## src/rtl/const_unit_scheduler.sv

```systemverilog
// const_unit_scheduler
//   Shares a single constant (immediate) unit between two requesters:
//   requester 0 is decode, requester 1 is the branch/CSR path. Requests are
//   granted round-robin and only one transaction is ever in flight. For each
//   transaction the winning word is latched onto cu_im, cu_cs is pulsed for
//   one cycle, and CU_LAT cycles later cu_data is captured and returned to
//   the winner as a one-cycle response pulse.
//
// Parameters
//   IW      instruction / immediate-source word width (cu_im width)
//   DW      constant-unit result width (cu_data, rspN_data width)
//   CU_LAT  cycles from the cu_cs cycle to a valid cu_data, 1..15
//
// Ports
//   clk                 system clock, rising edge
//   rst_n               synchronous active-low reset
//   req0_valid/req0_im  requester 0 request and its instruction word
//   req0_ready          requester 0 accepted this cycle (combinational)
//   rsp0_valid          one-cycle pulse, rsp0_data valid
//   rsp0_data           constant returned to requester 0 (held until next)
//   req1_* / rsp1_*     same as above for requester 1
//   cu_im               word presented to the constant unit
//   cu_cs               constant-unit select, one pulse per transaction
//   cu_data             constant-unit result, valid CU_LAT cycles after cu_cs

module const_unit_scheduler #(
  parameter int IW     = 17,
  parameter int DW     = 6,
  parameter int CU_LAT = 1
) (
  input  logic          clk,
  input  logic          rst_n,
  input  logic          req0_valid,
  input  logic [IW-1:0] req0_im,
  output logic          req0_ready,
  output logic          rsp0_valid,
  output logic [DW-1:0] rsp0_data,
  input  logic          req1_valid,
  input  logic [IW-1:0] req1_im,
  output logic          req1_ready,
  output logic          rsp1_valid,
  output logic [DW-1:0] rsp1_data,
  output logic [IW-1:0] cu_im,
  output logic          cu_cs,
  input  logic [DW-1:0] cu_data
);

  typedef enum logic [1:0] {
    IDLE  = 2'd0,
    ISSUE = 2'd1,
    WAIT  = 2'd2,
    RESP  = 2'd3
  } state_t;

  localparam logic [3:0] LAT_M1 = 4'(CU_LAT - 1);

  state_t     state;
  logic       rr_ptr;    // 0: req0 wins a tie, 1: req1 wins a tie
  logic       owner;     // requester that owns the in-flight transaction
  logic [3:0] wait_cnt;
  logic       grant0;
  logic       grant1;

  // Grants are only offered in IDLE. A lone requester always wins; on a
  // tie the pointer decides. The two grants are mutually exclusive.
  always_comb begin
    grant0 = 1'b0;
    grant1 = 1'b0;
    if (state == IDLE) begin
      if (req0_valid && (!req1_valid || !rr_ptr)) begin
        grant0 = 1'b1;
      end else if (req1_valid) begin
        grant1 = 1'b1;
      end
    end
  end

  assign req0_ready = grant0;
  assign req1_ready = grant1;

  always_ff @(posedge clk) begin
    if (!rst_n) begin
      state      <= IDLE;
      rr_ptr     <= 1'b0;
      owner      <= 1'b0;
      wait_cnt   <= '0;
      cu_cs      <= 1'b0;
      cu_im      <= '0;
      rsp0_valid <= 1'b0;
      rsp0_data  <= '0;
      rsp1_valid <= 1'b0;
      rsp1_data  <= '0;
    end else begin
      // Pulsed outputs default low; each is raised for exactly one cycle.
      cu_cs      <= 1'b0;
      rsp0_valid <= 1'b0;
      rsp1_valid <= 1'b0;
      case (state)
        IDLE: begin
          if (grant0 || grant1) begin
            // The word is sampled only here; cu_im then holds until the
            // next accept. cu_cs is registered so it is high during ISSUE.
            cu_im  <= grant1 ? req1_im : req0_im;
            owner  <= grant1;
            rr_ptr <= grant0;
            cu_cs  <= 1'b1;
            state  <= ISSUE;
          end
        end
        ISSUE: begin
          wait_cnt <= LAT_M1;
          state    <= WAIT;
        end
        WAIT: begin
          if (wait_cnt == 4'd0) begin
            // cu_data is only looked at on this edge.
            if (owner) begin
              rsp1_data  <= cu_data;
              rsp1_valid <= 1'b1;
            end else begin
              rsp0_data  <= cu_data;
              rsp0_valid <= 1'b1;
            end
            state <= RESP;
          end else begin
            wait_cnt <= wait_cnt - 4'd1;
          end
        end
        RESP: begin
          state <= IDLE;
        end
        default: begin
          state <= IDLE;
        end
      endcase
    end
  end

endmodule

```

## config.mk

```make
export PLATFORM = sky130hd
export DESIGN_NAME = const_unit_scheduler
export DESIGN_NICKNAME = d
export VERILOG_FILES = /design/src/rtl/const_unit_scheduler.sv
export SDC_FILE = /design/constraint.sdc
export NUM_CORES = 1
export LEC_CHECK = 0
export BUFFER_PORTS_ARGS = -buffer_cell sky130_fd_sc_hd__clkbuf_2
export CAP_MARGIN = 10
export CORE_MARGIN = 2
export CORE_UTILIZATION = 46
export DETAILED_ROUTE_END_ITERATION = 10
export HOLD_SLACK_MARGIN = 0.03
export PLACE_DENSITY = 0.79
export SKIP_LAST_GASP = 1
export SYNTH_ARGS = -nofsm -noshare
export SYNTH_HDL_FRONTEND = slang
export SYNTH_SLANG_ARGS = --single-unit
```

## constraint.sdc

```tcl
create_clock -name clk -period 1.9 [get_ports clk]
set_input_delay 0.19 -clock clk [delete_from_list [all_inputs] [get_ports clk]]
set_output_delay 0.19 -clock clk [all_outputs]
set_load 0.005 [all_outputs]
```

==> results.cfg <==
[outcome]
status = finished clean

[clock_tree]
htree_levels = 2
clockBufferDepth = 2
numCtsBuffers = 5
cts_tree = yes
clkSinkCount = 40
cts_resized = 0
hold_buffers = 0
cts_setup_buffers = 0
clk_latency_ps = 290
root_buffer = clkbuf_8
clkTransAtPathRegs_ps = 80

[synth]
netlist_area_um2 = 1703
synth_edf_count = 0
ys_seq_elements = 40
postSynthAreaPerCell_um2 = 9.460
synth.net_count = 229
synthTopCellsByArea = dfxtp_1 47%, mux2i_1 17%, o21ai_0 5.3%
synth_commonest_cells = 40 x dfxtp_1, 29 x mux2i_1, 23 x nor2_1, 20 x nand2_1, 18 x o21ai_0
ys.flop_type = dfxtp_1
async_reset_ff_share_pct = 0
synth_cells = 180
synth_top_cell_by_area = dfxtp_1
yosysWarningCount = 0
synth.most_common_cell = dfxtp_1
post_synth_num_cell_types = 30
synth_top_area_share_pct = 47.02
yosysSeqAreaShare_pct = 47.02

[global_routing]
antenna_found_initial = 0
grt_overflow = 0
grt_pass1_wl_mm = 5.485
grt_util_all_layers_pct = 16.69
grt_max_degree = 20
grt_pass1_vias = 1319

[worst_hold_path]
hold_start = cu_data[5]
holdPathStages = 3
min_to = rsp1_data[5]
hp-class = input port to flop

[drt]
vias_per_cell = 4.756
wirelength_mm = 3.310
wl_per_cell_um = 10.78
vias = 1460
drt_iter0_drc = 33
drcViolationCount = 0
antenna_left = 0
drtPass1Iterations = 4

[job]
drv_cap = 0

[floorplanning]
die_area_um2 = 4205
ios = 78
rows = 22
coreArea_um2 = 3606
die_h_um = 64.85
die_w_um = 64.85
start_util_pct = 47.22

[critical_path]
worst-path-buf-inv = 3
critPathArrivalTime_ps = 1560
criticalPathCategory = flop to output port
worstSetupEndpointType = output port
path_delay_family = buffers and inverters
worstRegToRegCells = 6
critical_path.max_stage_delay_ps = 320
cp.required_ps = 1710
startpoint_type = flop
slowest_stage = dfxtp_1
regToRegSetupSlack_ps = 220
r2r-start = state[0]
worstPathCellList = inv_1 > ha_1 > nand2_1 > a21oi_2 > buf_12 > clkbuf_2
critPathMaxFanout = 19
reg2reg_to = rsp1_data[2]

[pwr]
p_total_mw = 2.670
vdd_drop_max_mv = 0.6415
power_density_nw_per_um2 = 1188
p_leak_nw = 1.098

[cells_and_area]
seqCellArea_um2 = 800.8
utilization_pct = 62.35
nets = 307
stdcell_count = 307
drive_gt1_share_pct = 36.29
diodes = 0
fillers = 329
multiInputGateArea_um2 = 814.5
areaGrowthSynthToFinish_pct = 32.04
fin_area_um2 = 2248

[sta]
tightest_slew_ps = 575.8
fin_setup_tns_ps = 0
worst_slack_ps = 146.7
slew_headroom_pct = 61.61
fin_hold_ws_ps = 143.3
period_needed_ps = 1753
finalCritPeriodShare_pct = 92.28
finalHoldViolCount = 0
slew_violations = 0
setup_viol = 0
fin_worst_skew_ps = 5.643
max_freq_mhz = 570.4
rsz0062_at_grt = no

[place]
dp_cells = 299
hpwl_mm = 2.561
gp_routability_congestion = 0.6937
placed_cell_area_um2 = 2133
io_buffer_count = 77
pre_cts_slack_ps = 218.4
cell families (layout without fill, tap and decap cells):
| kind of cell | Yosys count | in the layout | synth area share (%) |
|---|---|---|---|
| fa+ha+maj | 5 | 5 | 3.674 |
| simple gates | 56 | 56 | 16.09 |
| buf+inv | 18 | 97 | 5.363 |
| flops | 40 | 40 | 47.02 |
| mux | 29 | 29 | 17.05 |
| compound gates | 32 | 32 | 10.80 |
report_power, final:
part           internal [mW]  switching (mW)  total [mW]
sequential              1.01          0.0936        1.11
clock                  0.395           0.301       0.697
combinational          0.416           0.449       0.865
total                   1.83           0.844        2.67
metal layers:
metal | routed length, um | vias up | part of all wire (%) | global-route usage (%)
li1 | - | 763 | - | -
met1 | 1498 | 644 | 45 | 19.22
met2 | 1568 | 49 | 47 | 29.64
met3 | 209 | 4 | 6.3 | 5.035
met4 | 34 | 0 | 1.0 | 4.787
met5 | 0 | - | 0 | 0
cell usage in the layout (no fill, tap or decap), types with 2 or more instances in the layout:
master and count:
clkbuf_2 77, dfxtp_1 40, mux2i_1 29, nor2_1 23, nand2_1 20, o21ai_0 18
inv_1 8, a21oi_1 5, ha_1 5, clkbuf_8 5, buf_4 3, and2_1 2
a211oi_1 2, and3_1 2, o21a_1 2
flip-flops by register name, summed over array words and instances (netlist names):
| signal | cells |
|---|---|
| owner | 1 |
| rsp0_valid | 1 |
| wait_cnt | 4 |
| cu_cs | 1 |
| rsp1_data | 6 |
| rsp0_data | 6 |
| state | 2 |
| rr_ptr | 1 |
| rsp1_valid | 1 |
| cu_im | 17 |
worst register-to-register path: stages, from the launching register on:
cell and delay (ps):
dfxtp_1 340, inv_1 100, ha_1 220, nand2_4 70
or4b_4 600, mux2i_1 190, nor2_1 50
worst max-delay path by stage:
stage,startpoint,endpoint,depth (start not counted),slack [ps]
finish,state[1],req1_ready,6,150
floorplan,state[0],rsp1_data[0],8,210
global route,state[1],req1_ready,6,20
detailed placement,wait_cnt[0],rsp1_data[2],6,220
global placement,wait_cnt[0],rsp1_data[3],6,280
CTS,state[0],req1_ready,6,140
cell type report:
type / instances / area share [%]
multi-input combinational: 122 / 36.23
tap: 48 / 2.671
clock buffer: 5 / 3.061
timing repair buffer: 81 / 19.03
clock inverter: 3 / 2.059
inverter: 8 / 1.336
sequential: 40 / 35.61
(Power assumes the default switching activity.)
